**src/rtl/path_stack_pkg.sv**
```systemverilog
// Shared direction and replay-state encodings for the path stack and the maze controller.
package path_stack_pkg;

  typedef enum logic [1:0] {
    DIR_UP    = 2'd0,
    DIR_RIGHT = 2'd1,
    DIR_DOWN  = 2'd2,
    DIR_LEFT  = 2'd3
  } dirT;

  typedef enum logic [1:0] {
    RUN_IDLE   = 2'd0,
    RUN_EMIT   = 2'd1,
    RUN_WAIT   = 2'd2,
    RUN_FINISH = 2'd3
  } runStateT;

  // Address width that stays legal for a one-entry array.
  function automatic int addrWidth(input int depth);
    return (depth > 1) ? $clog2(depth) : 1;
  endfunction

endpackage

```
**src/rtl/path_stack_dir_ram.sv**
```systemverilog
// DEPTH x 2-bit direction store: one synchronous write port, two asynchronous read ports.
module dir_ram
  import path_stack_pkg::*;
#(
  parameter int DEPTH = 256,
  parameter int AW    = addrWidth(DEPTH)
) (
  input  logic          clk,
  input  logic          we,
  input  logic [AW-1:0] wAddr,
  input  logic [1:0]    wData,
  input  logic [AW-1:0] topAddr,
  output logic [1:0]    topData,
  input  logic [AW-1:0] runAddr,
  output logic [1:0]    runData
);

  logic [1:0] mem [DEPTH];

  always_ff @(posedge clk) begin
    if (we) mem[wAddr] <= wData;
  end

  assign topData = mem[topAddr];
  assign runData = mem[runAddr];

endmodule

```
**src/rtl/path_stack.sv**
```systemverilog
// Direction stack for the maze solver with a paced bottom-to-top replay of the stored path.
//
// state      | meaning
// RUN_IDLE   | stack accepts push/pop, waits for run
// RUN_EMIT   | one-cycle runValid with runDir = entry[idx]
// RUN_WAIT   | PACE-1 idle cycles between moves
// RUN_FINISH | one-cycle runDone, then back to idle
module path_stack
  import path_stack_pkg::*;
#(
  parameter int DEPTH = 256,
  parameter int PACE  = 4
) (
  input  logic       clk,
  input  logic       rst,
  input  logic       push,
  input  logic       pop,
  input  logic [1:0] dirIn,
  output logic [1:0] dirTop,
  output logic       empStck,
  output logic       full,
  output logic       ovf,
  input  logic       run,
  output logic       busy,
  output logic       runValid,
  output logic [1:0] runDir,
  output logic       runDone
);

  localparam int AW = addrWidth(DEPTH);
  localparam int CW = $clog2(DEPTH) + 1;
  localparam logic [3:0] PACE_LOAD = (PACE >= 2) ? 4'(PACE - 2) : 4'd0;

  runStateT        state;
  logic [CW-1:0]   count;
  logic [CW-1:0]   idx;
  logic [CW-1:0]   runLast;
  logic [3:0]      paceCnt;

  logic            we;
  logic [AW-1:0]   wAddr;
  logic [1:0]      topData;
  logic [1:0]      runData;
  logic            stackEn;
  logic [CW-1:0]   countNext;
  logic            dropPush;

  assign stackEn = (state == RUN_IDLE);
  assign empStck = (count == '0);
  assign full    = (count == CW'(DEPTH));

  // Simultaneous push+pop on a non-empty stack replaces the top in place.
  always_comb begin
    we        = 1'b0;
    wAddr     = AW'(count);
    countNext = count;
    dropPush  = 1'b0;
    if (stackEn) begin
      if (push && pop && !empStck) begin
        we    = 1'b1;
        wAddr = AW'(count - CW'(1));
      end else if (push) begin
        if (!full) begin
          we        = 1'b1;
          countNext = count + CW'(1);
        end else begin
          dropPush = 1'b1;
        end
      end else if (pop && !empStck) begin
        countNext = count - CW'(1);
      end
    end
  end

  always_ff @(posedge clk or posedge rst) begin
    if (rst) begin
      count <= '0;
      ovf   <= 1'b0;
    end else begin
      count <= countNext;
      if (dropPush) ovf <= 1'b1;
    end
  end

  dir_ram #(.DEPTH(DEPTH), .AW(AW)) uDirRam (
    .clk     (clk),
    .we      (we),
    .wAddr   (wAddr),
    .wData   (dirIn),
    .topAddr (AW'(count - CW'(1))),
    .topData (topData),
    .runAddr (AW'(idx)),
    .runData (runData)
  );

  assign dirTop = empStck ? 2'd0 : topData;
  assign runDir = runValid ? runData : 2'd0;

  always_ff @(posedge clk or posedge rst) begin
    if (rst) begin
      state    <= RUN_IDLE;
      idx      <= '0;
      runLast  <= '0;
      paceCnt  <= '0;
      busy     <= 1'b0;
      runValid <= 1'b0;
      runDone  <= 1'b0;
    end else begin
      case (state)
        RUN_IDLE: begin
          if (run) begin
            if (!empStck) begin
              idx      <= '0;
              runLast  <= count - CW'(1);
              busy     <= 1'b1;
              runValid <= 1'b1;
              state    <= RUN_EMIT;
            end else begin
              runDone <= 1'b1;
              state   <= RUN_FINISH;
            end
          end
        end
        RUN_EMIT: begin
          runValid <= 1'b0;
          if (idx == runLast) begin
            busy    <= 1'b0;
            runDone <= 1'b1;
            state   <= RUN_FINISH;
          end else begin
            idx <= idx + CW'(1);
            if (PACE == 1) begin
              runValid <= 1'b1;
              state    <= RUN_EMIT;
            end else begin
              paceCnt <= PACE_LOAD;
              state   <= RUN_WAIT;
            end
          end
        end
        RUN_WAIT: begin
          if (paceCnt == 4'd0) begin
            runValid <= 1'b1;
            state    <= RUN_EMIT;
          end else begin
            paceCnt <= paceCnt - 4'd1;
          end
        end
        RUN_FINISH: begin
          runDone <= 1'b0;
          state   <= RUN_IDLE;
        end
        default: state <= RUN_IDLE;
      endcase
    end
  end

endmodule

```
**config.mk**
```make
export PLATFORM = sky130hd
export DESIGN_NAME = path_stack
export DESIGN_NICKNAME = d
export VERILOG_FILES = /design/src/rtl/path_stack_pkg.sv /design/src/rtl/path_stack_dir_ram.sv /design/src/rtl/path_stack.sv
export SDC_FILE = /design/constraint.sdc
export NUM_CORES = 1
export LEC_CHECK = 0
export BUFFER_PORTS_ARGS = -buffer_cell sky130_fd_sc_hd__buf_2
export CELL_PAD_IN_SITES_DETAIL_PLACEMENT = 2
export CELL_PAD_IN_SITES_GLOBAL_PLACEMENT = 2
export CORE_UTILIZATION = 36
export CTS_BUF_LIST = sky130_fd_sc_hd__clkbuf_16
export CTS_CLUSTER_DIAMETER = 60
export CTS_CLUSTER_SIZE = 16
export DETAILED_ROUTE_END_ITERATION = 10
export GPL_TIMING_DRIVEN = 0
export HOLD_SLACK_MARGIN = 0.02
export PLACE_DENSITY = 0.68
export SETUP_SLACK_MARGIN = 0.4
export SLEW_MARGIN = 20
export SYNTH_ARGS = -nofsm -noshare
export SYNTH_HDL_FRONTEND = slang
export SYNTH_SLANG_ARGS = --single-unit
```
**constraint.sdc**
```tcl
create_clock -name clk -period 6.8 [get_ports clk]
set_clock_uncertainty 0.15 [all_clocks]
set_input_delay 0 -clock clk [delete_from_list [all_inputs] [get_ports clk]]
set_output_delay 0 -clock clk [all_outputs]
set_load 0.05 [all_outputs]
```
==> results of run 1 <==
## per-layer routing
metal / vias up / track usage [%] / routed length, um
li1: 7482 / - / -
met1: 10623 / 40.1 / 45800
met2: 1194 / 47.2 / 53700
met3: 267 / 6.11 / 10800
met4: 6 / 14.6 / 6190
met5: - / 0 / 34
## per-stage QoR
step | instances | worst slack, ns | total power, uW | util, %
3_5_place_dp | 2885 | -1.51 | 3830 | 38.5
3_3_place_gp | 2879 | -1.62 | 3830 | 38.2
6_report | 2990 | 0.339 | 6870 | 41.1
4_1_cts | 2989 | 0.397 | 6900 | 41.0
2_1_floorplan | 1834 | 2.35 | 3770 | -
5_1_grt | 2989 | 0.390 | 7010 | 41.1
## cells by family after synthesis
family	after synthesis	synth area share, %
xor gates and xnor gates	35	1.20
DFF	549	58.8
muxes	334	23.6
adders and majority gates	6	0.271
AOI/OAI and AO/OA	183	4.81
buffers and inverters	173	2.75
and+or+nand+nor	554	8.52
## state kept, by name (all words and copies together), names as in the netlist
name	flops
uDirRam.mem	512
runLast	9
idx	9
paceCnt	4
runValid	1
busy	1
count	9
state	2
ovf	1
runDone	1
## synth_stat cells (3+ instances only)
cell type,n,area (sq um)
sky130_fd_sc_hd__edfxtp_1,512,15400
sky130_fd_sc_hd__nor2_1,303,1140
sky130_fd_sc_hd__mux4_2,256,5770
sky130_fd_sc_hd__nand2_1,116,435
sky130_fd_sc_hd__mux2i_1,78,781
sky130_fd_sc_hd__buf_2,68,340
sky130_fd_sc_hd__clkbuf_1,64,240
sky130_fd_sc_hd__nand3_1,41,205
sky130_fd_sc_hd__o21ai_0,39,195
sky130_fd_sc_hd__dfrtp_1,37,926
sky130_fd_sc_hd__nor3_1,28,140
sky130_fd_sc_hd__a21oi_1,25,125
sky130_fd_sc_hd__xnor2_1,23,201
sky130_fd_sc_hd__inv_1,19,71.3
sky130_fd_sc_hd__a221oi_1,17,149
sky130_fd_sc_hd__nand4_1,16,100
sky130_fd_sc_hd__buf_1,14,52.6
sky130_fd_sc_hd__a221o_1,13,130
sky130_fd_sc_hd__xor2_1,10,87.6
sky130_fd_sc_hd__a31oi_1,9,56.3
sky130_fd_sc_hd__a211oi_1,8,60.1
sky130_fd_sc_hd__a32oi_1,8,70.1
sky130_fd_sc_hd__nor4_1,8,50.1
sky130_fd_sc_hd__o2111ai_1,8,70.1
sky130_fd_sc_hd__nand2b_1,7,43.8
sky130_fd_sc_hd__or3_1,7,43.8
sky130_fd_sc_hd__ha_1,6,75.1
sky130_fd_sc_hd__o22ai_1,6,37.5
sky130_fd_sc_hd__a22o_1,5,43.8
sky130_fd_sc_hd__a22oi_1,5,37.5
sky130_fd_sc_hd__buf_4,5,37.5
sky130_fd_sc_hd__o311ai_0,5,43.8
sky130_fd_sc_hd__and3_1,4,25.0
sky130_fd_sc_hd__nor2b_1,4,25.0
sky130_fd_sc_hd__nor3b_1,4,30.0
sky130_fd_sc_hd__o21a_1,4,30.0
sky130_fd_sc_hd__a311oi_1,3,26.3
sky130_fd_sc_hd__and2_1,3,18.8
sky130_fd_sc_hd__o211ai_1,3,22.5
sky130_fd_sc_hd__o221ai_1,3,26.3
sky130_fd_sc_hd__o31ai_1,3,22.5
sky130_fd_sc_hd__o32ai_1,3,26.3
sky130_fd_sc_hd__or2_2,3,18.8
## final timing paths
kind / depth (start not counted) / slack (ns) / to / start
worst max-delay path: 17 / 0.34 / dirTop[0] / count[0]$_DFFE_PP0P_
worst min-delay path: 4 / 0.15 / state[0]$_DFFE_PP0P_ / run
worst max register to register: 16 / 0.53 / uDirRam.mem[107][0]$_DFFE_PP_ / count[0]$_DFFE_PP0P_
worst min register to register: 1 / 0.33 / ovf$_DFFE_PP0P_ / ovf$_DFFE_PP0P_
max in group asynchronous: 5 / 5.75 / runLast[7]$_DFFE_PP0P_ / rst
min in group asynchronous: 4 / 0.27 / count[6]$_DFFE_PP0P_ / rst
## where the power goes
group          leakage (uW)  total [uW]  internal [uW]  switching, uW
Sequential          0.00507        3690           3690              0
Combinational       0.00415        71.1           10.7           60.4
Clock              0.000895        3110           1640           1470
## worst max-delay path: cells and delay by family (launching register included)
| kind | cells | cell delay, ns |
|---|---|---|
| buffers and inverters | 10 | 2.83 |
| and+or+nand+nor | 2 | 0.83 |
| xor gates and xnor gates | 1 | 0.26 |
| AOI/OAI and AO/OA | 3 | 1.10 |
| DFF | 1 | 0.40 |
| adders and majority gates | 1 | 0.19 |
## layout make-up
cell class                 count  area (sq um)  share of cell area [%]
inverter                      21          78.8                   0.252
tap                         1030          1290                    4.12
timing repair buffer          28           283                   0.904
antenna                        1          2.50                 0.00800
clock inverter                41           364                    1.16
clock buffer                  56          1400                    4.48
sequential                   549         16300                    52.1
multi-input combinational   1112         10700                    34.3
buffer                       152           811                    2.59
## repair_timing
item,4_1_cts,5_1_grt
endpoints found under the hold margin,313,0
setup endpoints to repair,515,3
hold buffers,7,0
gates resized for setup,51,9
==> results.txt, run 1 <==
- Ratio of cells with drive above 1 in the final layout: 25.6%
- Setup repair after global routing missed its margin: true
* Leading register cell type out of synthesis: sky130_fd_sc_hd__edfxtp_1
- Highest fanout seen on the critical path: 11
* Ratio of routed vias to standard cells: 6.55
* Final routed wirelength across all metal layers: 117 mm
* Antenna Violating Nets Remaining: 0
- Worst Hold Slack: 0.149 ns
* First-pass detailed-route iteration total: 5
- For this run, the slowest stage of the critical path takes 0.50 ns.
- Synth warn: 0
* Number of maximum-capacitance constraint violations: 0
- Min-Delay Path Class: input pin to register
- At the worst endpoint, the arrival time is 6.31 ns.
* Clock root cell: sky130_fd_sc_hd__clkbuf_16
- Maximum root-to-sink buffer count: 3
* Total non-filler cell area in the finished layout: 0.0313 sq mm
- The clock reaches the later pin of the worst-skew pair after 0.64 ns.
- The initial utilization of the core area, before any placement, comes to 36.4%.
* DRC violation count after routing: 0
- Number of hold-slack violations in the final timing report: 0
- TritonCTS Buffers: 53
* Final Cycle Share: 95.0%
- Post-synthesis sequential area ratio: 58.8%
- Placer's final routability congestion estimate: 0.951
- The core region is 0.0761 sq mm.
* Classification of the worst setup path: register to output port
- In the layout the commonest cells are sky130_fd_sc_hd__edfxtp_1 (512), sky130_fd_sc_hd__nor2_1 (302), sky130_fd_sc_hd__mux4_2 (256), sky130_fd_sc_hd__nand2_1 (116), sky130_fd_sc_hd__buf_2 (80).
* Post-synthesis sequential element count: 549
- After detailed routing, the average wire length per cell comes to 39.0 um.
* Count of final max-slew check failures: 0
- For the worst setup path, the data required time is 6.65 ns.
- For the final routed database, the setup TNS stands at 0 ns.
- Number of input and output port buffers inserted: 15
* Leakage power summed over all cells: 0.0101 uW
* Number of placement rows: 101
- In this run the count of I/O pins placed on the die edge is 17.
* Largest net degree at the start of global routing: 136
- Power density over the cells: 220 mW/mm^2
- Vias in the first global route: 20,321
- Mapped Nets: 1,847
* Async SR Flop Fraction: 6.74%
* Vias after detailed routing: 19,572
- The worst pin sits at a relative slew slack of 23.0%.
- Highest Clock Rate: 155 MHz
* Die outline area: 0.0781 sq mm
- Leading cell type in the layout, fill and taps excluded: sky130_fd_sc_hd__edfxtp_1
- In this run the horizontal extent of the chip is 279 um.
- Compared with the post-synthesis result, the final layout area differs by 12.8%.
- Kind of end point of the critical path: output port
- GRT Resource Usage Total: 30.1%
- Total of endpoints with negative setup slack in the final report: 0
- TritonCTS built the clock tree.
- Post-Synthesis Mean Instance Area: 15.1 sq um
- Number of nets in the layout: 1,930
* H-tree lvl count: 2
* Transition time of the tightest slew-check pin: 1.15 ns
- Yosys mapped a number of flops with a built-in enable equal to 512.
* Number of library cell types mapped by synthesis: 70
* Critical path, cell by cell: buf_6, buf_4, buf_6, inv_1, clkbuf_2, buf_4, ha_1, buf_2, nor3b_2, xnor2_1, clkbuf_4, clkbuf_4, a21oi_1, o311ai_0, nand4_1, a221o_1, buf_2
- Total gr overflow: 0
- Crit-path slowest cell: sky130_fd_sc_hd__o311ai_0
- Detailed-placement wirelength estimate: 80.3 mm
* Setup repair bufs after CTS: 0
* Number of sinks handled by clock tree synthesis: 549
- After filler insertion, the fill cell instance count of the layout stands at 7,432.
- The worst path needs 6.46 ns of the cycle, external delays included.
* Number of antenna violations at the first check in global routing: 3
- The flow ran to the end, and the final reports show no timing, DRC or antenna violations.
* Number of instances in the synthesized netlist: 1,834
* Launching element type of the critical path: register
- Netlist Area Pre-Place: 0.0277 sq mm
- Peak VDD IR: 0.171 mV
- In this run the cell area measured after placement is 0.0293 sq mm.
- The die is 279 um tall.
- Global-route wire length before repair: 163 mm
- For this block, the initial DRC count from the detailed router was 2,626.
- After clock tree synthesis, the clock-pin slew on the worst setup and hold paths is 0.07 ns.
No activity file was read; power rests on OpenSTA's default activity.
==> inputs of run 2 (changes only) <==
clock period = 6.07 ns   (was 6.8 ns; I/O delays follow)
==> run 2 against run 1 <==
  * Final cell count increased by 0.13%
  * Sequential share of layout area decreased by 0.37 points
  * Hold slack got worse by 0.00069 ns
  * Global-route usage about the same
  * Final area increased by 0.72%
  * Setup slack got worse by 0.0083 ns
  * Via count increased by 0.46%
  * Die area unchanged
  * Combinational power increased by 12%
  * Core utilization increased by 0.30 points
==> results.txt, run 2 (synthesis results as in run 1) <==
- Result of the run: finished clean
* Vert. Die Dim: 279 um
- HP Start: run
- TritonCTS Buffers: 53
- Highest Clock Rate: 174 MHz
* Uppermost routed layer: met5
- Worst-skew pair later-pin latency: 0.64 ns
* Number of antenna violations at the first check in global routing: 5
* Final routed wirelength across all metal layers: 117 mm
* Ratio of routed vias to standard cells: 6.57
- In the finished design, the share of the clock period the worst path needs comes to 94.5%.
- The detailed router placed 19,662 vias in this run.
* Max transition margin: 19.3%
- Summed over all nets, the half-perimeter wirelength after detailed placement is 80.3 mm.
- Transition time of the tightest slew-check pin: 1.21 ns
- Number of cells in the design after placement: 2,885
- Largest net degree at the start of global routing: 136
* Number of maximum-capacitance constraint violations: 0
- Relative to the synthesized area, the layout overhead comes to 13.7%.
* Number of nets in the layout: 1,934
* Buffer and inverter count on the worst path: 7
- Top-Level Pins: 17
- The worst-case IR drop observed on VDD is 0.192 mV.
- Total gr overflow: 0
- Final min period: 5.74 ns
* Number of standard cells in the layout, taps in and fillers out: 2,994
- In this run the register-to-register setup slack is 0.50 ns.
* Routed wire per std cell: 39.1 um
* Terminus of the critical flop-to-flop path: uDirRam.mem[127][1]$_DFFE_PP_
* Min-Delay Path Class: input pin to register
- The register with the most flip-flops in the layout has 512 of them.
* Die outline area: 0.0781 sq mm
* Critical path, cell by cell: clkbuf_1, inv_1, buf_2, buf_12, buf_2, buf_1, nand3_1, o22ai_1, nor4_1, a311oi_1, a41o_1, buf_2
* Ratio of cells with drive above 1 in the final layout: 26.3%
- The detail route stage leaves a number of antenna-violating nets equal to 0.
- The analysis attributes to cell leakage a power of 0.0102 uW.
* Kind of end point of the critical path: output port
- The routed design uses 54.3 mm of met2 wire.
- Highest fanout seen on the critical path: 10
- CTS clock-pin slew for the worst setup and hold paths: 0.07 ns
- Port buffering added 15 buffers.
* Placer's final routability congestion estimate: 0.951
* Worst Path Arrival: 5.59 ns
* Worst Hold Slack: 0.148 ns
- In the detailed route, the total length drawn on met3 is 10.6 mm.
- Number of violations reported at the end of detailed-routing iteration 0: 2,673
- Setup repair after global routing could not meet its margin everywhere.
- In the final routing, the length of wire on met1 measures 46.1 mm.
* Classification of the worst setup path: register to output port
* Launching element type of the critical path: register
* CP most frequent cell: sky130_fd_sc_hd__buf_2
* CTS tree: built
- Global-route wire length before repair: 163 mm
* First-pass detailed-route iteration total: 6
* Vias in the first global route: 20,294
- Setup violations remaining at the end of the flow were counted as 0.
- Across every metal layer, demand over resource in global routing totals 30.2%.
- Number of sinks handled by clock tree synthesis: 549
- Required time of the critical path: 5.92 ns
- Dpl ws: -2.24 ns
* H-tree lvl count: 2
- Worst hold endpoint: state[0]$_DFFE_PP0P_
* Most frequent cells in the layout: sky130_fd_sc_hd__edfxtp_1 (512), sky130_fd_sc_hd__nor2_1 (301), sky130_fd_sc_hd__mux4_2 (256), sky130_fd_sc_hd__nand2_1 (112), sky130_fd_sc_hd__mux2i_1 (78)
- Number of placement rows: 101
- Count of final max-slew check failures: 0
* Hold Path Stages: 4
- The core region is 0.0761 sq mm.
* Crit-path slowest cell: sky130_fd_sc_hd__buf_1
* Die boundary width: 279 um
* Stage delay of the slowest cell on the critical path: 0.95 ns
- Largest register by flop count: uDirRam.mem
- Power density over the cells: 244 mW/mm^2
- Number of hold-slack violations in the final timing report: 0
- The kind of cell with the highest combined delay along the critical path is buffers and inverters.
- Initial Utilization: 36.4%
- Crit Reg-Reg Startpoint: count[0]$_DFFE_PP0P_
- Leading cell type in the layout, fill and taps excluded: sky130_fd_sc_hd__edfxtp_1
- Setup ws final: 0.331 ns
- After detailed routing, the number of remaining DRC violations is 0.
- No sink is reached through more buffers than the 3 on the longest clock path.
- The tree is rooted in a sky130_fd_sc_hd__clkbuf_16.
- Reg2Reg Depth: 16
[run 2: cell type report]
class	instances	area, sq um
tap	1030	1290
clock buffer	56	1400
sequential	549	16300
buffer	152	928
inverter	21	78.8
clock inverter	41	364
timing repair buffer	32	313
fill	7399	44600
multi-input combinational	1112	10800
antenna	1	2.50
[run 2: worst max path at each step]
stage | startpoint | to | slack [ns] | cells after the start
2_1_floorplan | count[0]$_DFFE_PP0P_ | uDirRam.mem[72][0]$_DFFE_PP_ | 1.62 | 15
3_3_place_gp | count[0]$_DFFE_PP0P_ | uDirRam.mem[145][0]$_DFFE_PP_ | -2.35 | 16
3_5_place_dp | count[0]$_DFFE_PP0P_ | uDirRam.mem[158][0]$_DFFE_PP_ | -2.24 | 16
4_1_cts | count[0]$_DFFE_PP0P_ | dirTop[1] | 0.36 | 18
5_1_grt | count[0]$_DFFE_PP0P_ | dirTop[1] | 0.37 | 18
6_report | idx[3]$_DFFE_PP0P_ | runDir[1] | 0.33 | 12
[run 2: stage by stage]
stage | power (uW) | TNS [ns] | instance area, sq um | util [%]
global placement | 4290 | -822.97 | 29100 | 38.2
finish | 7700 | 0 | 31500 | 41.4
global route | 7860 | 0 | 31500 | 41.4
floorplan | 4220 | 0 | 27700 | -
detailed placement | 4290 | -719.21 | 29300 | 38.5
CTS | 7730 | 0 | 31400 | 41.3
[run 2: timing repair]
action | CTS | global route
resized for setup | 92 | 19
endpoints found under the hold margin | 313 | 0
pin swaps | 0 | 6
setup endpoints to repair | 544 | 107
buffers inserted | 1 | 3
hold buffers | 7 | 0
[run 2: report_power, final]
part | switching (uW) | leakage [uW] | internal, uW
clock network | 1650 | 0.000895 | 1840
registers | 0 | 0.00507 | 4130
logic | 67.4 | 0.00423 | 12.0
total | 1720 | 0.0102 | 5980
[run 2: tightest hold or removal path, cell delays in order]
cell,delay [ns]
sky130_fd_sc_hd__dlygate4sd3_1,0.53
sky130_fd_sc_hd__buf_2,0.18
sky130_fd_sc_hd__o31ai_1,0.08
sky130_fd_sc_hd__a21oi_1,0.10
[run 2: routing by layer]
layer	up-vias	GRT usage, %
li1	7495	-
met3	278	6.14
met5	-	0.125
met1	10662	40.3
met2	1217	47.4
met4	10	14.1
==> inputs of run 3 (changes only) <==
BUFFER_PORTS_ARGS = -buffer_cell sky130_fd_sc_hd__buf_4   (was -buffer_cell sky130_fd_sc_hd__buf_2)
CELL_PAD_IN_SITES_DETAIL_PLACEMENT = 0   (was 2)
==> run 3 against run 2 <==
  * Largest cell class unchanged
  * Critical endpoint unchanged
  * Maximum frequency up 2.1%
  * Sequential power about the same
  * Sequential share of layout area down 0.18 points
  * Core utilization up 0.15 points
  * Total power up 0.43%
  * Global-route usage down 2.1 points
  * Die area unchanged
  * Routed wire length down 6.7%
  * Non-clock buffer count up 2
  * Hold slack worse by 0.052 ns
  * Setup slack better by 0.12 ns
  * Critical path depth down 1
==> results.txt, run 3 (synthesis results as in run 1) <==
- Clock root cell: sky130_fd_sc_hd__clkbuf_16
* Antenna Violating Nets Remaining: 0
- Fin util: 41.5%
* Vias in the first global route: 18,918
- Routed wire per std cell: 36.4 um
- Setup repair after global routing missed its margin: false
- The register with the most flip-flops in the layout has 512 of them.
- Leakage power summed over all cells: 0.0102 uW
- H-tree lvl count: 2
- Terminus of the critical flop-to-flop path: uDirRam.mem[158][0]$_DFFE_PP_
- The critical path is of the register to output port type.
- Largest register by flop count: uDirRam.mem
- In this run the horizontal extent of the chip is 279 um.
- Once the floorplan was initialized, standard cells occupied 36.4% of the core.
- Leaving out fill and tap cells, the most frequent cell in the layout is sky130_fd_sc_hd__edfxtp_1.
* Number of nets in the layout: 1,937
* CTS clock-pin slew for the worst setup and hold paths: 0.07 ns
- The final hold violation count was 0.
- TritonCTS Buffers: 54
* Vias after detailed routing: 19,195
- Highest fanout seen on the critical path: 10
- Counting cells, the worst reg-to-reg path comes to 16.
- Min-Delay Path Class: input pin to register
- Compared with the post-synthesis result, the final layout area differs by 14.1%.
* Area of the core: 0.0761 sq mm
* Maximum root-to-sink buffer count: 3
- Kind of end point of the critical path: output port
* Final Cycle Share: 92.6%
* Largest net degree at the start of global routing: 135
- Crit Reg-Reg Startpoint: count[0]$_DFFE_PP0P_
* First-pass detailed-route iteration total: 6
- Final antenna diode count: 0
- After global routing the overflow that remains totals 0.
* Number of sinks handled by clock tree synthesis: 549
- Launching element type of the critical path: register
* Hold Path Stages: 4
- Number of input and output port buffers inserted: 15
* Vert. Die Dim: 279 um
- Register-to-register setup slack: 0.59 ns
- Cells with a size suffix above 1 make up 26.6% of the layout.
* Placer's final routability congestion estimate: 0.955
* Number of maximum-capacitance constraint violations: 0
* GRT Resource Usage Total: 28.0%
- Global-route wire length before repair: 151 mm
- After layout, the minimum clock period comes to 5.62 ns.
- In this run the power density over the cells is 245 mW/mm^2.
- The initial antenna violation count came to 3.
* Worst-skew pair later-pin latency: 0.64 ns
- Most frequent cells in the layout: sky130_fd_sc_hd__edfxtp_1 (512), sky130_fd_sc_hd__nor2_1 (302), sky130_fd_sc_hd__mux4_2 (256), sky130_fd_sc_hd__nand2_1 (113), sky130_fd_sc_hd__mux2i_1 (78)
- TritonCTS built the clock tree.
- After the first detailed-routing iteration, the DRC count stood at 2,807.
- The count of pins over their slew limit was 0.
* Die outline area: 0.0781 sq mm
* DRC violation count after routing: 0
* Final routed wirelength across all metal layers: 109 mm
* Ratio of routed vias to standard cells: 6.40
- During I/O placement, the number of pins put on the boundary was 17.
- Required time of the critical path: 5.92 ns
- Setup Total Neg Slack: 0 ns
- Detailed-placement wirelength estimate: 74.0 mm
- Worst Setup SP: idx[1]$_DFFE_PP0P_
- Peak VDD IR: 0.206 mV
- Transition time of the tightest slew-check pin: 1.24 ns
* Highest Clock Rate: 178 MHz
* Total of endpoints with negative setup slack in the final report: 0
* Worst Path Arrival: 5.47 ns
- Destination of the critical timing path: runDir[1]
- Result of the run: finished clean
- The floorplan has 101 rows.
* Max transition margin: 17.2%
==> run 3: stage by stage <==
| step | cells | hold slack (ns) | setup WS, ns | power, uW | area [sq um] |
|---|---|---|---|---|---|
| 6_report | 2997 | 0.0964 | 0.450 | 7730 | 31600 |
| 5_1_grt | 2997 | 0.125 | 0.402 | 7890 | 31600 |
| 3_5_place_dp | 2887 | -0.174 | -1.55 | 4290 | 29300 |
| 2_1_floorplan | 1834 | -0.0511 | 1.62 | 4220 | 27700 |
| 3_3_place_gp | 2879 | 0.186 | -2.35 | 4280 | 29100 |
| 4_1_cts | 2996 | 0.0811 | 0.388 | 7760 | 31500 |
==> run 3: how the worst min path moves through the flow <==
stage,from,endpoint,slack (ns)
floorplan,dirIn[0],uDirRam.mem[0][0]$_DFFE_PP_,-0.05
global placement,run,state[0]$_DFFE_PP0P_,0.19
detailed placement,rst,ovf$_DFFE_PP0P_,-0.17
CTS,run,state[0]$_DFFE_PP0P_,0.08
global route,run,state[0]$_DFFE_PP0P_,0.12
finish,run,state[0]$_DFFE_PP0P_,0.1
==> run 3: final cells by class <==
type	instances	area, sq um
fill	7038	44500
clock buffer	55	1380
timing repair buffer	34	379
sequential	549	16300
inverter	21	78.8
buffer	152	902
clock inverter	44	452
multi-input combinational	1112	10800
tap	1030	1290
==> run 3: metal layers <==
metal	track usage [%]	routed length [um]	vias to the layer above
met5	0.438	55	-
met4	13.2	5760	4
met3	4.76	9810	227
met2	43.5	49700	1279
met1	38.4	43900	10170
li1	-	-	7515
==> run 3: what timing repair did <==
item                                   4_1_cts  5_1_grt
buffers inserted                             3        1
hold buffers                                 7        0
setup endpoints to repair                  520      158
pin swaps                                    3        4
cloned                                       0        0
resized for setup                           82       21
endpoints found under the hold margin      317        0
==> run 3: report_power, final <==
part	total, uW	internal (uW)	leakage (uW)	switching (uW)
sequential	4130	4130	0.00507	0
clock	3520	1880	0.000901	1640
combinational	79.8	14.4	0.00424	65.5
total	7730	6020	0.0102	1710
==> run 3: worst max-delay path, stage by stage, from the launching register on <==
cell,delay [ns]
sky130_fd_sc_hd__dfrtp_1,0.52
sky130_fd_sc_hd__buf_2,0.31
sky130_fd_sc_hd__clkbuf_4,0.42
sky130_fd_sc_hd__buf_2,0.49
sky130_fd_sc_hd__inv_1,0.42
sky130_fd_sc_hd__nor2_1,0.96
sky130_fd_sc_hd__a221o_1,0.31
sky130_fd_sc_hd__a31oi_1,0.10
sky130_fd_sc_hd__a221oi_1,0.52
sky130_fd_sc_hd__nand3_1,0.19
sky130_fd_sc_hd__a41o_1,0.32
sky130_fd_sc_hd__buf_4,0.21
